### src/rtl/or16_skid_stage_pkg.sv
// Shared definitions for the OR16 skid stage: default widths and state encodings.
// Build option: OR16_SKID_MERGE_EN (see or16_skid_stage.sv).
package or16_skid_stage_pkg;

    localparam int unsigned DATA_W      = 16;
    localparam int unsigned COUNT_W_DEF = 4;

    // Encoding 2'd3 is unused; the stage recovers from it to ST_EMPTY.
    typedef enum logic [1:0] {
        ST_EMPTY = 2'd0,
        ST_ONE   = 2'd1,
        ST_FULL  = 2'd2
    } state_t;

endpackage

### src/rtl/or16_gate.sv
// Bitwise OR of two WIDTH-bit operands (combinational).
// Ports: a, b - operands; y_c - a | b.
module or16_gate
    import or16_skid_stage_pkg::*;
#(
    parameter int unsigned WIDTH = DATA_W
) (
    input  logic [WIDTH-1:0] a,
    input  logic [WIDTH-1:0] b,
    output logic [WIDTH-1:0] y_c
);

    assign y_c = a | b;

endmodule

### src/rtl/or16_skid_stage.sv
// Registered valid/ready stage behind the 16-bit OR datapath with a 2-entry
// skid buffer (main + skid), a registered zero flag and optional beat merging.
// Build option: define OR16_SKID_MERGE_EN to OR-merge an in_merge beat into
// the pending main entry; otherwise in_merge is ignored and out_count is 0.
// Ports:
//   clk, rst_n            clock, async active-low reset
//   in_valid/in_ready     upstream handshake (in_ready registered, = !FULL)
//   in_data, in_merge     upstream OR result and merge request
//   out_valid/out_ready   downstream handshake
//   out_data, out_zero    main entry data and its registered zero flag
//   out_count             beats folded into out_data minus 1 (saturating)
module or16_skid_stage
    import or16_skid_stage_pkg::*;
#(
    parameter int unsigned WIDTH   = DATA_W,
    parameter int unsigned COUNT_W = COUNT_W_DEF
) (
    input  logic               clk,
    input  logic               rst_n,
    input  logic               in_valid,
    output logic               in_ready,
    input  logic [WIDTH-1:0]   in_data,
    input  logic               in_merge,
    output logic               out_valid,
    input  logic               out_ready,
    output logic [WIDTH-1:0]   out_data,
    output logic               out_zero,
    output logic [COUNT_W-1:0] out_count
);

    state_t               state_q;
    state_t               state_d;
    logic [WIDTH-1:0]     skid_q;
    logic [WIDTH-1:0]     skid_d;
    logic [WIDTH-1:0]     main_d;
    logic [COUNT_W-1:0]   count_d;
    logic [WIDTH-1:0]     merged_c;
    logic [COUNT_W-1:0]   count_inc_c;
    logic                 merge_c;
    logic                 in_fire_c;
    logic                 out_fire_c;

    assign in_fire_c  = in_valid & in_ready;
    assign out_fire_c = out_valid & out_ready;

    // Merge datapath: main OR incoming beat.
    or16_gate #(.WIDTH(WIDTH)) u_merge_or (
        .a   (out_data),
        .b   (in_data),
        .y_c (merged_c)
    );

`ifdef OR16_SKID_MERGE_EN
    assign merge_c     = in_merge;
    assign count_inc_c = (out_count == '1) ? out_count : out_count + COUNT_W'(1);
`else
    logic unused_merge;
    assign unused_merge = ^{in_merge, merged_c};
    assign merge_c      = 1'b0;
    assign count_inc_c  = '0;
`endif

    // Next-state and next-entry logic.
    always_comb begin
        state_d = state_q;
        main_d  = out_data;
        skid_d  = skid_q;
        count_d = out_count;
        case (state_q)
            ST_EMPTY: begin
                if (in_fire_c) begin
                    state_d = ST_ONE;
                    main_d  = in_data;
                    count_d = '0;
                end
            end
            ST_ONE: begin
                if (in_fire_c && out_fire_c) begin
                    main_d  = in_data;
                    count_d = '0;
                end else if (in_fire_c && merge_c) begin
                    main_d  = merged_c;
                    count_d = count_inc_c;
                end else if (in_fire_c) begin
                    state_d = ST_FULL;
                    skid_d  = in_data;
                end else if (out_fire_c) begin
                    state_d = ST_EMPTY;
                end
            end
            ST_FULL: begin
                // Skid entries are never merged, so they always carry count 0.
                if (out_fire_c) begin
                    state_d = ST_ONE;
                    main_d  = skid_q;
                    count_d = '0;
                end
            end
            default: begin
                state_d = ST_EMPTY;
                main_d  = '0;
                skid_d  = '0;
                count_d = '0;
            end
        endcase
    end

    // State, entries and registered flags.
    always_ff @(posedge clk or negedge rst_n) begin
        if (!rst_n) begin
            state_q   <= ST_EMPTY;
            out_data  <= '0;
            skid_q    <= '0;
            out_count <= '0;
            out_valid <= 1'b0;
            in_ready  <= 1'b1;
            out_zero  <= 1'b0;
        end else begin
            state_q   <= state_d;
            out_data  <= main_d;
            skid_q    <= skid_d;
            out_count <= count_d;
            out_valid <= (state_d == ST_ONE) || (state_d == ST_FULL);
            in_ready  <= (state_d != ST_FULL);
            out_zero  <= ((state_d == ST_ONE) || (state_d == ST_FULL)) && (main_d == '0);
        end
    end

endmodule

### config.mk
export PLATFORM = sky130hd
export DESIGN_NAME = or16_skid_stage
export DESIGN_NICKNAME = d
export VERILOG_FILES = /design/src/rtl/or16_skid_stage_pkg.sv /design/src/rtl/or16_gate.sv /design/src/rtl/or16_skid_stage.sv
export SDC_FILE = /design/constraint.sdc
export NUM_CORES = 1
export LEC_CHECK = 0
export ABC_AREA = 1
export CAP_MARGIN = 0
export CORE_MARGIN = 2
export CORE_UTILIZATION = 40
export CTS_CLUSTER_DIAMETER = 30
export DETAILED_ROUTE_END_ITERATION = 10
export PLACE_DENSITY_LB_ADDON = 0.1
export SYNTH_ARGS = -nofsm -noshare
export SYNTH_HDL_FRONTEND = slang
export SYNTH_SLANG_ARGS = --single-unit
### constraint.sdc
create_clock -name clk -period 5.9 [get_ports clk]
set_input_delay 0.59 -clock clk [delete_from_list [all_inputs] [get_ports clk]]
set_output_delay 0.59 -clock clk [all_outputs]
set_load 0.05 [all_outputs]
After elaboration in Yosys (flattened, before gate mapping) --
Cells that the tools add are included.
Storage, ports and cells: bits in registers 41, latch bits 0, RAM bits 0, bits in read-only memories 0, output and inout bits 23, word-level logic and storage cells 45, memories kept 0
Cells by class: $add $sub $neg 0, multipliers 0, div/mod/pow operators 0, order comparisons 0, equal/unequal tests 10, shifts and indexed selects 0, mux-type cells 17, bitwise operators 3, reductions and logical operators 8
Operator list (count):
- $mux 16 | 5
- $pmux 16 s3 | 1
- $pmux 16 s2 | 1
- $logic_not 16->1 | 1
- $mux 4 | 3
- $ne 2x2->1 const B | 6
- $pmux 4 s3 | 1
- $mux 2 | 5
- $pmux 2 s3 | 1
- $reduce_and 3->1 | 2
- $eq 2x1->1 const B | 2
- $eq 2x2->1 const B | 2
- $and 1x1->1 | 2
- $logic_and 1x1->1 | 2
- $logic_not 2->1 | 1
- $reduce_or 2->1 | 1
- $logic_or 1x1->1 | 1
- $not 1->1 | 1

Logic depth before layout (Yosys ltp) --
depth after elaboration 8, gate-level depth with buffers 13, mapped depth without buffers 13

Least setup slack after synthesis --
Ideal clock, no wire load.
kind register to register, start reg out_valid, end reg out_zero, library setup time 71 ps, data arrival time 2096 ps, setup slack 3732 ps, stages on the path, launching flop included 12, period minus slack after synthesis 2168 ps, path through dfrtp_1 > nand2_4 > buf_2 > nand3_2 > buf_2 > o21ai_0 > ha_1 > nor2_1 > nand2_1 > nor2_1 > nand2_1 > nor2_1
Between the ends: longest elaborated chain between the ends 8
RTL lines:
- start: declaration | RTL line or16_skid_stage.sv:24 | output logic out_valid,
- start signal: assignment | RTL line or16_skid_stage.sv:123 | out_valid <= (state_d == ST_ONE) || (state_d == ST_FULL);
- $and 1x1->1 * | RTL line or16_skid_stage.sv:44 | assign out_fire_c = out_valid & out_ready;
- $mux 2 | RTL line or16_skid_stage.sv:87 | end else if (out_fire_c) begin
- $mux 2 | RTL line or16_skid_stage.sv:84 | end else if (in_fire_c) begin
- $mux 2 | RTL line or16_skid_stage.sv:78 | if (in_fire_c && out_fire_c) begin
- $pmux 2 s3 * | RTL line or16_skid_stage.sv:69 | case (state_q)
- named net state_d[1] | RTL line or16_skid_stage.sv:32 | state_t state_d;
- $eq 2x1->1 or $eq 2x2->1 (tied branches) | RTL line or16_skid_stage.sv:125 | out_zero <= ((state_d == ST_ONE) || (state_d == ST_FULL)) && (main_d == '0);
- $logic_or 1x1->1 * | RTL line or16_skid_stage.sv:125
- $logic_and 1x1->1 * | RTL line or16_skid_stage.sv:125
- end signal: assignment | RTL line or16_skid_stage.sv:125
- end: declaration | RTL line or16_skid_stage.sv:27 | output logic out_zero,
The timed path passes the listed nets; every way through them passes the cells marked *. A chain may end at the register's enable or synchronous reset.

Final worst setup path --
start in in_valid, end reg out_zero
Between the ends: longest elaborated chain between the ends 7
RTL lines:
- start: declaration | RTL line or16_skid_stage.sv:20 | input logic in_valid,
- $and 1x1->1 * | RTL line or16_skid_stage.sv:43 | assign in_fire_c = in_valid & in_ready;
- $mux 2 or $logic_and 1x1->1 (tied branches) | RTL line or16_skid_stage.sv:84, or16_skid_stage.sv:78
- $mux 2 | RTL line or16_skid_stage.sv:78
- $pmux 2 s3 | RTL line or16_skid_stage.sv:69
- $eq 2x1->1 or $eq 2x2->1 (tied branches) | RTL line or16_skid_stage.sv:125
- $logic_or 1x1->1 | RTL line or16_skid_stage.sv:125
- $logic_and 1x1->1 * | RTL line or16_skid_stage.sv:125
Mark *: on every way between the ends. The rest lies on a longest branch, timed or not.

==> results.sh <==
export IMPL_status="finished clean"
export IMPL_die_width_um=80.59
export IMPL_synth_edf_count=0
export IMPL_layout_cells_most_common_list="nand2_1, inv_1, clkdlybuf4s50_1"
export IMPL_layout_nets=397
export IMPL_clock_power_share_pct=11.1
export IMPL_grt_pass1_wl_mm=9.384
export IMPL_antenna_found_initial=0
export IMPL_grt_pass1_vias=2013
export IMPL_clock_path_buffers=2
export IMPL_die_height_um=80.59
export IMPL_n_antenna_cell=0
export IMPL_ys_seq_elements=37
export IMPL_synth_cell_types=25
export IMPL_drive_gt1_share_pct=7.447
export IMPL_cp_start_kind="input pin"
export IMPL_clkTransAtPathRegs_ps=70
export IMPL_setup_tns_ps=0
export IMPL_grt_overflow_total=0
export IMPL_synth_avg_cell_area_um2=6.820
export IMPL_fin_skew_ps=5.324
export IMPL_io_buffers=38
export IMPL_hp_class="in -> async"
export IMPL_area_growth_pct=19.52
export IMPL_place_area_mm2=0.002714
export IMPL_tritoncts="yes"
export IMPL_max_freq_ghz=0.3676
export IMPL_yosysWarnings=0
export IMPL_setup_violations=0
export IMPL_slew_limit_headroom_pct=42.94
export IMPL_wl_per_cell_um=12.40
export IMPL_cts_hold_buf=0
export IMPL_switching_share_pct=51.69
export IMPL_final_hold_viol_count=0
export IMPL_track_usage_pct=19.04
export IMPL_p_comb_share_pct=62.2
export IMPL_path_max_fanout=33
export IMPL_finalCritPeriodShare_pct=46.10
export IMPL_final_antenna_net_count=0
export IMPL_report_final_slew_viol_count=0
export IMPL_p_per_area_mw_per_mm2=593.0
export IMPL_cap_violations=0
export IMPL_htree_levels=2
export IMPL_hpwl_mm=3.541
export IMPL_async_flop_share_pct=100.0
export IMPL_routabilityCongestion=0.8028
export IMPL_p_leak_nw=1.507
export IMPL_num_io_pins=44
export IMPL_arrival_ps=2940
export IMPL_clock_latency_ps=290
export IMPL_cts_sinks=37
export IMPL_die_area_mm2=0.006494
export IMPL_p_switching_mw=0.8595
export IMPL_drc=0
export IMPL_rows=27
export IMPL_vias_per_cell=4.714
export IMPL_synth_ff_type="dfrtp_1"
export IMPL_cp_required_ps=6120
export IMPL_power_mw=1.663
export IMPL_grt_max_degree=38
export IMPL_crit_type="in -> reg"
export IMPL_fin_area_mm2=0.002804
export IMPL_cp_end_kind="flop"
export IMPL_power_internal_mw=0.8032
export IMPL_wl_mm=5.557
export IMPL_tightest_slew_ps=855.9
export IMPL_cts_resized_gates=0
export IMPL_clockRootBuffer="clkbuf_8"
export IMPL_syn_inst=344
export IMPL_initialDrtViolationCount=96
export IMPL_irDropWorstVdd_mv=0.2826
export IMPL_cts_made_buffers=5
export IMPL_period_minus_slack_ps=2720
export IMPL_rsz0062_at_grt="false"
export IMPL_start_util_pct=42.09
export IMPL_nFillCells=572
export IMPL_syn_area_mm2=0.002346
export IMPL_power_share_sequential_pct=26.8
export IMPL_cts_setup_buffers=0
export IMPL_vias=2112
export IMPL_drt_pass1_iterations=5
export IMPL_core_area_mm2=0.005574
export IMPL_layout_commonest_cell="nand2_1"
export IMPL_ys_seq_area_share_pct=39.52
==> path summary, 6_finish.rpt <==
check | start | endpoint | slack [ps] | cells after the start
setup / recovery | in_valid | out_zero | 3180 | 14
setup reg to reg | in_ready | out_zero | 3470 | 10
hold reg to reg | skid_q[14] | skid_q[14] | 520 | 2
hold / removal | rst_n | out_data[4] | 410 | 1
min in group clk | skid_q[14] | skid_q[14] | 520 | 2
max in group asynchronous | rst_n | skid_q[0] | 4960 | 1
==> power groups by stage <==
stage,Clock (mW),Combinational [mW],Sequential [mW]
floorplan,0,0.577,0.649
finish,0.184,1.03,0.445
detailed placement,0,1.04,0.451
global placement,0,1.03,0.450
global route,0.202,1.15,0.459
CTS,0.192,1.04,0.446
==> per-stage QoR <==
step	utilization, %	setup slack [ps]	cells	hold slack, ps
4_1_cts	50.30	3164	448	443.8
3_5_place_dp	48.69	2863	440	507.5
6_report	50.30	3180	448	406.1
2_1_floorplan	-	3732	347	294.4
5_1_grt	50.30	2921	448	481.5
3_3_place_gp	48.69	2878	440	505.5
==> layout make-up <==
class	instances	area (µm²)	area share [%]
multi-input cells	216	1032	36.81
flip-flops and latches	37	927.1	33.07
repair buffers	38	375.4	13.39
inverters	77	289.0	10.31
clock buffers	8	90.09	3.213
well taps	72	90.09	3.213
==> metal layers <==
layer | GRT usage (%) | share of wire [%] | vias up
met3 | 3.596 | 4.5 | 4
met5 | 0 | 0 | -
met4 | 6.610 | 1.1 | 0
met1 | 25.65 | 48 | 952
met2 | 30.50 | 46 | 44
li1 | - | - | 1112
==> registers in the layout (all words and copies together), names as in the netlist <==
signal     flops
skid_q        16
out_valid      1
state_q        2
out_zero       1
in_ready       1
out_data      16
==> cell families (layout without fill, tap and decap cells) <==
logic type               Yosys count  after routing  synth area share [%]
flip-flops                        37             37                 39.52
other                              1              4                0.1598
AND/OR/NAND/NOR                  163            163                 30.13
buffers and inverters             94            123                 16.96
AO/OA/AOI/OAI                     48             48                 12.69
adder cells (fa/ha/maj)            1              1                0.5332
==> worst max-delay path, stage by stage <==
cell             delay [ps]
clkdlybuf4s50_1         460
nand2_4                 360
inv_2                   130
nand2_4                 210
nor2_1                   90
a21oi_1                 120
inv_1                    50
nor3_1                  200
ha_1                    290
nor2_1                  100
nand2_1                  60
nor2_1                  110
nand2_1                  60
nor2_1                   90
==> cells in the mapped netlist (2+ instances only) <==
cell / n / share of area (%)
inv_2: 7 / 1.1
o22ai_1: 16 / 4.3
nor2_1: 36 / 5.8
nor2_2: 6 / 1.6
nand2_1: 94 / 15
nand2_4: 3 / 1.4
dfrtp_1: 36 / 38
inv_1: 70 / 11
buf_6: 2 / 0.96
o21ai_0: 12 / 2.6
buf_2: 9 / 1.9
o21ai_1: 4 / 0.85
a211oi_1: 15 / 4.8
buf_4: 5 / 1.6
nand3_1: 19 / 4.1
(Power assumes the default switching activity.)
